**config.mk**
```make
export PLATFORM = sky130hd
export DESIGN_NAME = wavegen_core
export DESIGN_NICKNAME = d
export VERILOG_FILES = /design/src/rtl/wavegen_pkg.sv /design/src/rtl/wavegen_next_sample.sv /design/src/rtl/wavegen_core.sv
export SDC_FILE = /design/constraint.sdc
export NUM_CORES = 1
export LEC_CHECK = 0
export CAP_MARGIN = 20
export CORE_MARGIN = 5
export CORE_UTILIZATION = 35
export DETAILED_ROUTE_END_ITERATION = 8
export PLACE_DENSITY = 0.6
export SYNTH_ARGS = -nofsm -noshare
export SYNTH_HDL_FRONTEND = slang
export SYNTH_SLANG_ARGS = --single-unit
```
**constraint.sdc**
```tcl
create_clock -name clk_i -period 3.6 [get_ports clk_i]
set_clock_uncertainty 0.2 [all_clocks]
set_input_delay 0.72 -clock clk_i [delete_from_list [all_inputs] [get_ports clk_i]]
set_output_delay 0.72 -clock clk_i [all_outputs]
set_load 0.005 [all_outputs]
```
**src/rtl/wavegen_pkg.sv**
```systemverilog
// rtl/wavegen_pkg.sv - shared encodings and width helpers for the waveform generator
//
// Contents:
//   N_FRAC_DEFAULT, CNT_W_DEFAULT  default fractional width / square counter width
//   sample_width()                 sample width W for a given fractional width
//   mode_t                         waveform select encodings
//   dir_t                          triangle direction encodings
package wavegen_pkg;

  localparam int N_FRAC_DEFAULT = 7;
  localparam int CNT_W_DEFAULT  = 8;

  // One sign bit on top of the fractional bits.
  function automatic int sample_width(input int n_frac);
    return n_frac + 1;
  endfunction

  typedef enum logic [1:0] {
    MODE_REFLECT = 2'd0,
    MODE_SAW     = 2'd1,
    MODE_TRI     = 2'd2,
    MODE_SQUARE  = 2'd3
  } mode_t;

  typedef enum logic {
    DIR_UP   = 1'b0,
    DIR_DOWN = 1'b1
  } dir_t;

endpackage

```
**src/rtl/wavegen_next_sample.sv**
```systemverilog
// rtl/wavegen_next_sample.sv - combinational next-sample step for reflect, saw and triangle shapes
//
// Optional build macro: WAVEGEN_WRAP_FLAG_EN (adds the wrap output).
//
// Ports:
//   mode        in   active waveform mode
//   sample      in   current sample (signed, W bits)
//   dir         in   current triangle direction
//   amp         in   clamped amplitude A (non-negative, W bits)
//   step        in   increment per strobe (unsigned, W-1 bits)
//   sample_nxt  out  next sample
//   dir_nxt     out  next triangle direction
//   wrap        out  start-of-period flag (only with WAVEGEN_WRAP_FLAG_EN)
//
// The square shape needs the half-period counter, so it is produced by
// wavegen_core; for MODE_SQUARE this block simply holds the sample.
module wavegen_next_sample
  import wavegen_pkg::*;
#(
  parameter int W = 8
) (
  input  mode_t                mode,
  input  logic signed [W-1:0]  sample,
  input  dir_t                 dir,
  input  logic signed [W-1:0]  amp,
  input  logic        [W-2:0]  step,
  output logic signed [W-1:0]  sample_nxt,
  output dir_t                 dir_nxt
`ifdef WAVEGEN_WRAP_FLAG_EN
  ,
  output logic                 wrap
`endif
);

  // One guard bit so sums/differences cannot overflow before the clamp compare.
  logic signed [W:0] sample_ext;
  logic signed [W:0] amp_ext;
  logic signed [W:0] neg_amp_ext;
  logic signed [W:0] sum_ext;
  logic signed [W:0] diff_ext;

  assign sample_ext  = {sample[W-1], sample};
  assign amp_ext     = {amp[W-1], amp};
  assign neg_amp_ext = -amp_ext;
  assign sum_ext     = sample_ext + $signed({2'b00, step});
  assign diff_ext    = sample_ext - $signed({2'b00, step});

  always_comb begin
    sample_nxt = sample;
    dir_nxt    = dir;
    case (mode)
      MODE_REFLECT: begin
        // Legacy behaviour: plain W-bit wrapping add, negate once above A.
        if (sample <= amp) begin
          sample_nxt = sum_ext[W-1:0];
        end else begin
          sample_nxt = -sample;
        end
      end
      MODE_SAW: begin
        if (sum_ext > amp_ext) begin
          sample_nxt = neg_amp_ext[W-1:0];
        end else begin
          sample_nxt = sum_ext[W-1:0];
        end
      end
      MODE_TRI: begin
        if (dir == DIR_UP) begin
          if (sum_ext >= amp_ext) begin
            sample_nxt = amp;
            dir_nxt    = DIR_DOWN;
          end else begin
            sample_nxt = sum_ext[W-1:0];
          end
        end else begin
          if (diff_ext <= neg_amp_ext) begin
            sample_nxt = neg_amp_ext[W-1:0];
            dir_nxt    = DIR_UP;
          end else begin
            sample_nxt = diff_ext[W-1:0];
          end
        end
      end
      default: begin
        sample_nxt = sample;
      end
    endcase
  end

`ifdef WAVEGEN_WRAP_FLAG_EN
  assign wrap = ((mode == MODE_REFLECT) && !(sample <= amp)) ||
                ((mode == MODE_SAW) && (sum_ext > amp_ext)) ||
                ((mode == MODE_TRI) && (dir == DIR_DOWN) && (diff_ext <= neg_amp_ext));
`endif

endmodule

```
**src/rtl/wavegen_core.sv**
```systemverilog
// rtl/wavegen_core.sv - strobe-driven multi-mode waveform generator (reflect, saw, triangle, square)
//
// Optional build macro: WAVEGEN_WRAP_FLAG_EN (adds wrap_o).
//
// Ports:
//   clk_i                    in   clock
//   rst_i                    in   asynchronous active-high reset
//   mode_i                   in   waveform select (0 reflect, 1 saw, 2 tri, 3 square)
//   amplitude_i              in   signed peak magnitude, negatives clamp to 0
//   step_i                   in   unsigned increment per strobe
//   half_period_i            in   strobes per square half-cycle, 0 acts as 1
//   clear_i                  in   synchronous clear of generator state (wins over strobe)
//   next_data_strobe_i       in   request for the next sample
//   data_o                   out  registered signed sample
//   data_out_valid_strobe_o  out  one-cycle pulse after each accepted strobe
//   wrap_o                   out  start-of-period pulse aligned with valid (optional)
module wavegen_core
  import wavegen_pkg::*;
#(
  parameter  int N_FRAC = N_FRAC_DEFAULT,
  parameter  int CNT_W  = CNT_W_DEFAULT,
  localparam int W      = sample_width(N_FRAC)
) (
  input  logic                clk_i,
  input  logic                rst_i,
  input  logic [1:0]          mode_i,
  input  logic signed [W-1:0] amplitude_i,
  input  logic [N_FRAC-1:0]   step_i,
  input  logic [CNT_W-1:0]    half_period_i,
  input  logic                clear_i,
  input  logic                next_data_strobe_i,
  output logic signed [W-1:0] data_o,
  output logic                data_out_valid_strobe_o
`ifdef WAVEGEN_WRAP_FLAG_EN
  ,
  output logic                wrap_o
`endif
);

  mode_t             active_mode_q, active_mode_d;
  mode_t             mode_req;
  dir_t              dir_q, dir_d;
  logic [CNT_W-1:0]  sq_cnt_q, sq_cnt_d;
  logic              sq_level_q, sq_level_d;
  logic signed [W-1:0] data_d;
  logic              valid_d;

  logic signed [W-1:0] amp;
  logic [CNT_W-1:0]  half_eff;
  logic              sq_terminal;
  logic              mode_change;

  logic signed [W-1:0] ns_sample;
  dir_t              ns_dir;

  assign mode_req    = mode_t'(mode_i);
  assign mode_change = (mode_req != active_mode_q);
  assign amp         = amplitude_i[W-1] ? '0 : amplitude_i;
  assign half_eff    = (half_period_i == '0) ? CNT_W'(1) : half_period_i;
  assign sq_terminal = (sq_cnt_q == half_eff - CNT_W'(1));

`ifdef WAVEGEN_WRAP_FLAG_EN
  logic ns_wrap;
  logic wrap_d;
`endif

  wavegen_next_sample #(
    .W (W)
  ) u_next_sample (
    .mode       (active_mode_q),
    .sample     (data_o),
    .dir        (dir_q),
    .amp        (amp),
    .step       (step_i),
    .sample_nxt (ns_sample),
    .dir_nxt    (ns_dir)
`ifdef WAVEGEN_WRAP_FLAG_EN
    ,
    .wrap       (ns_wrap)
`endif
  );

  always_comb begin
    active_mode_d = active_mode_q;
    dir_d         = dir_q;
    sq_cnt_d      = sq_cnt_q;
    sq_level_d    = sq_level_q;
    data_d        = data_o;
    valid_d       = 1'b0;
    if (clear_i) begin
      // Clear keeps the selected mode so the next strobe steps instead of re-arming.
      dir_d      = DIR_UP;
      sq_cnt_d   = '0;
      sq_level_d = 1'b0;
      data_d     = '0;
    end else if (next_data_strobe_i) begin
      valid_d = 1'b1;
      if (mode_change) begin
        // Re-arm into the new shape from zero; no step on this strobe.
        active_mode_d = mode_req;
        dir_d         = DIR_UP;
        sq_cnt_d      = '0;
        sq_level_d    = 1'b0;
        data_d        = '0;
      end else if (active_mode_q == MODE_SQUARE) begin
        data_d = sq_level_q ? amp : -amp;
        if (sq_terminal) begin
          // The toggled level is seen on the following sample.
          sq_cnt_d   = '0;
          sq_level_d = ~sq_level_q;
        end else begin
          sq_cnt_d = sq_cnt_q + CNT_W'(1);
        end
      end else begin
        data_d = ns_sample;
        dir_d  = ns_dir;
      end
    end
  end

  always_ff @(posedge clk_i or posedge rst_i) begin
    if (rst_i) begin
      active_mode_q           <= MODE_REFLECT;
      dir_q                   <= DIR_UP;
      sq_cnt_q                <= '0;
      sq_level_q              <= 1'b0;
      data_o                  <= '0;
      data_out_valid_strobe_o <= 1'b0;
    end else begin
      active_mode_q           <= active_mode_d;
      dir_q                   <= dir_d;
      sq_cnt_q                <= sq_cnt_d;
      sq_level_q              <= sq_level_d;
      data_o                  <= data_d;
      data_out_valid_strobe_o <= valid_d;
    end
  end

`ifdef WAVEGEN_WRAP_FLAG_EN
  // Square "wrap" is the low-to-high toggle; other shapes report their own period start.
  assign wrap_d = !clear_i && next_data_strobe_i && !mode_change &&
                  ((active_mode_q == MODE_SQUARE) ? (sq_terminal && !sq_level_q) : ns_wrap);

  always_ff @(posedge clk_i or posedge rst_i) begin
    if (rst_i) begin
      wrap_o <= 1'b0;
    end else begin
      wrap_o <= wrap_d;
    end
  end
`endif

endmodule

```
==> impl_metrics.csv <==
group,metric,value,unit
timing,hold_slack,0.369,ns
global_route,grt_pass1_wl,25.2,mm
setup_path,critPathMaxFanout,4,
route,dr.pass1.iters,6,
pwr,pwr-share-seq,12.0,%
yosys,syn-cell-area,3810,um2
route,drt_iter0_markers,441,
timing,rsz0062_at_grt,"true",
global_route,grt_pass1_vias,4634,
timing,final-setup-viol-count,7,
placement,place_ws,-1.02,ns
timing,worst_pin_slew,0.903,ns
setup_path,cp-start-kind,"primary input",
pwr,intPower,0.00128,W
status,violations,"negative setup slack",
setup_path,arrival,3.68,ns
final_layout,final_cell_mix,"buf_4 (163), nand2_1 (41), nor2_1 (34), ha_1 (30), inv_1 (24)",
route,vias,4853,
pwr,cellLeakagePower,2.75,nW
timing,maxSlewViolCount,0,
yosys,synth-edff-count,0,
yosys,yosysTopAreaCell,"ha_1",
global_route,grtUsageTotal,24.4,%
placement,portBuffers,37,
hold_path,holdCritPathClass,"flop to flop",
setup_path,critPathLaunch,"step_i[0]",
setup_path,endpoint_kind,"flop",
yosys,yosys.area.top_type_share,15.1,%
final_layout,nets,778,
timing,tns,-0.379,ns
hold_path,hp-start,"sq_cnt_q[1]",
floorplanning,dieWidth,114,um
pwr,combPwrFrac,80.6,%
clock_network,clock-sinks,21,
final_layout,diodes,0,
route,drc,0,
pwr,pwr_density_cell,368,nW/um2
clock_network,holdBufCountCts,0,
final_layout,final_util,59.6,%
status,status,"finished with violations",
clock_network,cts_root_buffer,"clkbuf_8",
floorplanning,rows,38,
setup_path,crit_type,"primary input to flop",
global_route,antenna_found_initial,0,
route,drtAntennaViolNets,0,
setup_path,required,3.57,ns
yosys,ys_async_sr_fraction,100,%
yosys,synth.distinct_cells,76,
yosys,synth_area_leaders,"ha_1 (15%), dfrtp_1 (14%), nand2_1 (4.7%)",
placement,hpwlAfterDp,12.6,mm
yosys,yosysWarnings,0,
clock_network,clk_pin_slew,0.09,ns
pwr,swShare,45.6,%
timing,slew_headroom,39.7,%
floorplanning,dieHeight,114,um
pwr,p_switching,0.00107,W
clock_network,htreeDepth,1,
placement,gp_congestion,0.948,
yosys,syn_nets,580,
timing,layout_setup_ws,-0.106,ns
timing,period_share,103,%
final_layout,synthToLayoutAreaGrowth,68.1,%
clock_network,cts_tree,"done",
final_layout,layout_commonest_cell,"buf_4",
yosys,synth_cells,503,
clock_network,numCtsBuffers,3,
pwr,p_clk_share,7.4,%
floorplanning,core-area,10700,um2
yosys,ys_seq_elements,21,
route,post_drt_wl_per_cell,19.6,um
yosys,avgSynthCellArea,7.57,um2
floorplanning,start_util,35.5,%
final_layout,drive_gt1_share,44.9,%
route,finalWirelength,16.5,mm
yosys,synth.yosys.seq_area_share,13.8,%
floorplanning,die-area,13100,um2
timing,max_clock_freq,0.270,GHz
global_route,gr-total-overflow,0,
timing,layout_min_cycle_time,3.71,ns
pwr,ir_worst_vdd,195,uV
clock_network,cts_buffer_depth,2,
timing,finalHoldViolCount,0,
clock_network,insertion_delay,0.28,ns
job,drv_cap,0,
floorplanning,pin_count,38,
yosys,synth_ff_type,"dfrtp_1",
route,viasPerCell,5.78,
global_route,grt_max_degree,22,
setup_path,rr_startpoint,"data_o[0]",
[synthesized netlist by cell type, types with 3 or more instances]
| cell | count |
|---|---|
| a31o_2 | 4 |
| a21oi_1 | 27 |
| o21ai_1 | 3 |
| o41ai_1 | 4 |
| ha_1 | 46 |
| xnor2_1 | 14 |
| a31oi_1 | 5 |
| or4_1 | 3 |
| clkbuf_1 | 14 |
| nand3_1 | 17 |
| o211ai_1 | 10 |
| o21ai_0 | 31 |
| nand4_1 | 9 |
| nand2_1 | 48 |
| and2_1 | 5 |
| mux2_2 | 3 |
| nor2b_1 | 10 |
| inv_1 | 34 |
| or2_2 | 6 |
| a211o_1 | 4 |
| o31ai_1 | 4 |
| a21boi_0 | 4 |
| mux2i_1 | 7 |
| nand2b_1 | 10 |
| a21o_1 | 5 |
| buf_2 | 4 |
| nor3_1 | 14 |
| or3_1 | 5 |
| nor2_1 | 40 |
| o21bai_1 | 3 |
| a311oi_1 | 3 |
| a2111oi_0 | 6 |
| nand3b_1 | 3 |
| dfrtp_1 | 21 |
| a211oi_1 | 7 |
| xor2_1 | 16 |
| o2111ai_1 | 3 |
| nor4_1 | 3 |
[per-stage QoR]
stage                     std cells  cell area (um2)  total power (W)
final                           840             6400          0.00236
after global routing            840             6400          0.00251
after CTS                       829             6100          0.00221
after detailed placement        802             5530          0.00176
after global placement          802             5530          0.00175
after floorplan                 503             4040          0.00110
[critical path, stage by stage]
cell and delay (ns):
buf_8 0.10, buf_6 0.11, ha_4 0.17, fa_2 0.38, nand2b_4 0.12, a2111oi_4 0.08
a311oi_4 0.32, ha_4 0.27, a21oi_2 0.13, o21ai_2 0.10, or3_4 0.40, o21a_4 0.22
o221a_1 0.25, o32a_1 0.29
[layout make-up]
class / count / area, um2
clock buffer: 3 / 41.3
clock inverter: 1 / 5.00
fill: 979 / 4340
inverter: 34 / 138
multi-input combinational: 430 / 3780
sequential: 21 / 528
tap: 140 / 175
timing repair buffer: 211 / 1740
[final timing paths]
path	endpoint	slack, ns	cells after the start
max	data_o[4]	-0.11	14
min reg2reg	sq_cnt_q[1]	0.37	2
max in group asynchronous	data_o[3]	1.85	2
min	sq_cnt_q[1]	0.37	2
max reg2reg	data_o[2]	-0.07	17
min in group asynchronous	data_o[7]	0.73	2
[metal layers]
metal	share of wire (%)	up-vias	GRT usage (%)
met5	0	-	0
met1	42	2321	32.7
met2	48	213	40.8
met3	7.5	50	4.76
met4	2.9	0	4.99
li1	-	2269	-
[logic make-up (layout without fill, tap and decap cells)]
| logic type | count (synthesis) | in the layout | synth area share (%) |
|---|---|---|---|
| adder cells (fa/ha/maj) | 48 | 48 | 16.2 |
| flip-flops | 21 | 21 | 13.8 |
| multiplexers | 10 | 10 | 2.73 |
| XOR/XNOR | 32 | 32 | 8.05 |
| AO/OA/AOI/OAI | 156 | 156 | 29.6 |
| AND/OR/NAND/NOR | 184 | 184 | 24.5 |
| buffers and inverters | 52 | 249 | 5.25 |
[power by group through the flow]
stage	sequential (W)	combinational [W]	clock, W
finish	0.000283	0.00190	0.000174
global route	0.000285	0.00203	0.000188
CTS	0.000281	0.00175	0.000180
detailed placement	0.000284	0.00147	0
global placement	0.000285	0.00146	0
floorplan	0.000284	0.000816	0
[repair_timing]
action | CTS | global route
gates cloned | 1 | 0
pin swaps | 57 | 52
setup endpoints to repair | 12 | 17
buffers inserted | 22 | 12
gates resized for setup | 114 | 55
[state kept, by name (all words and copies together), names as in the netlist]
| name | count |
|---|---|
| sq_cnt_q | 8 |
| dir_q | 1 |
| active_mode_q | 2 |
| data_o | 8 |
| data_out_valid_strobe_o | 1 |
| sq_level_q | 1 |
No activity file was read; power rests on OpenSTA's default activity.
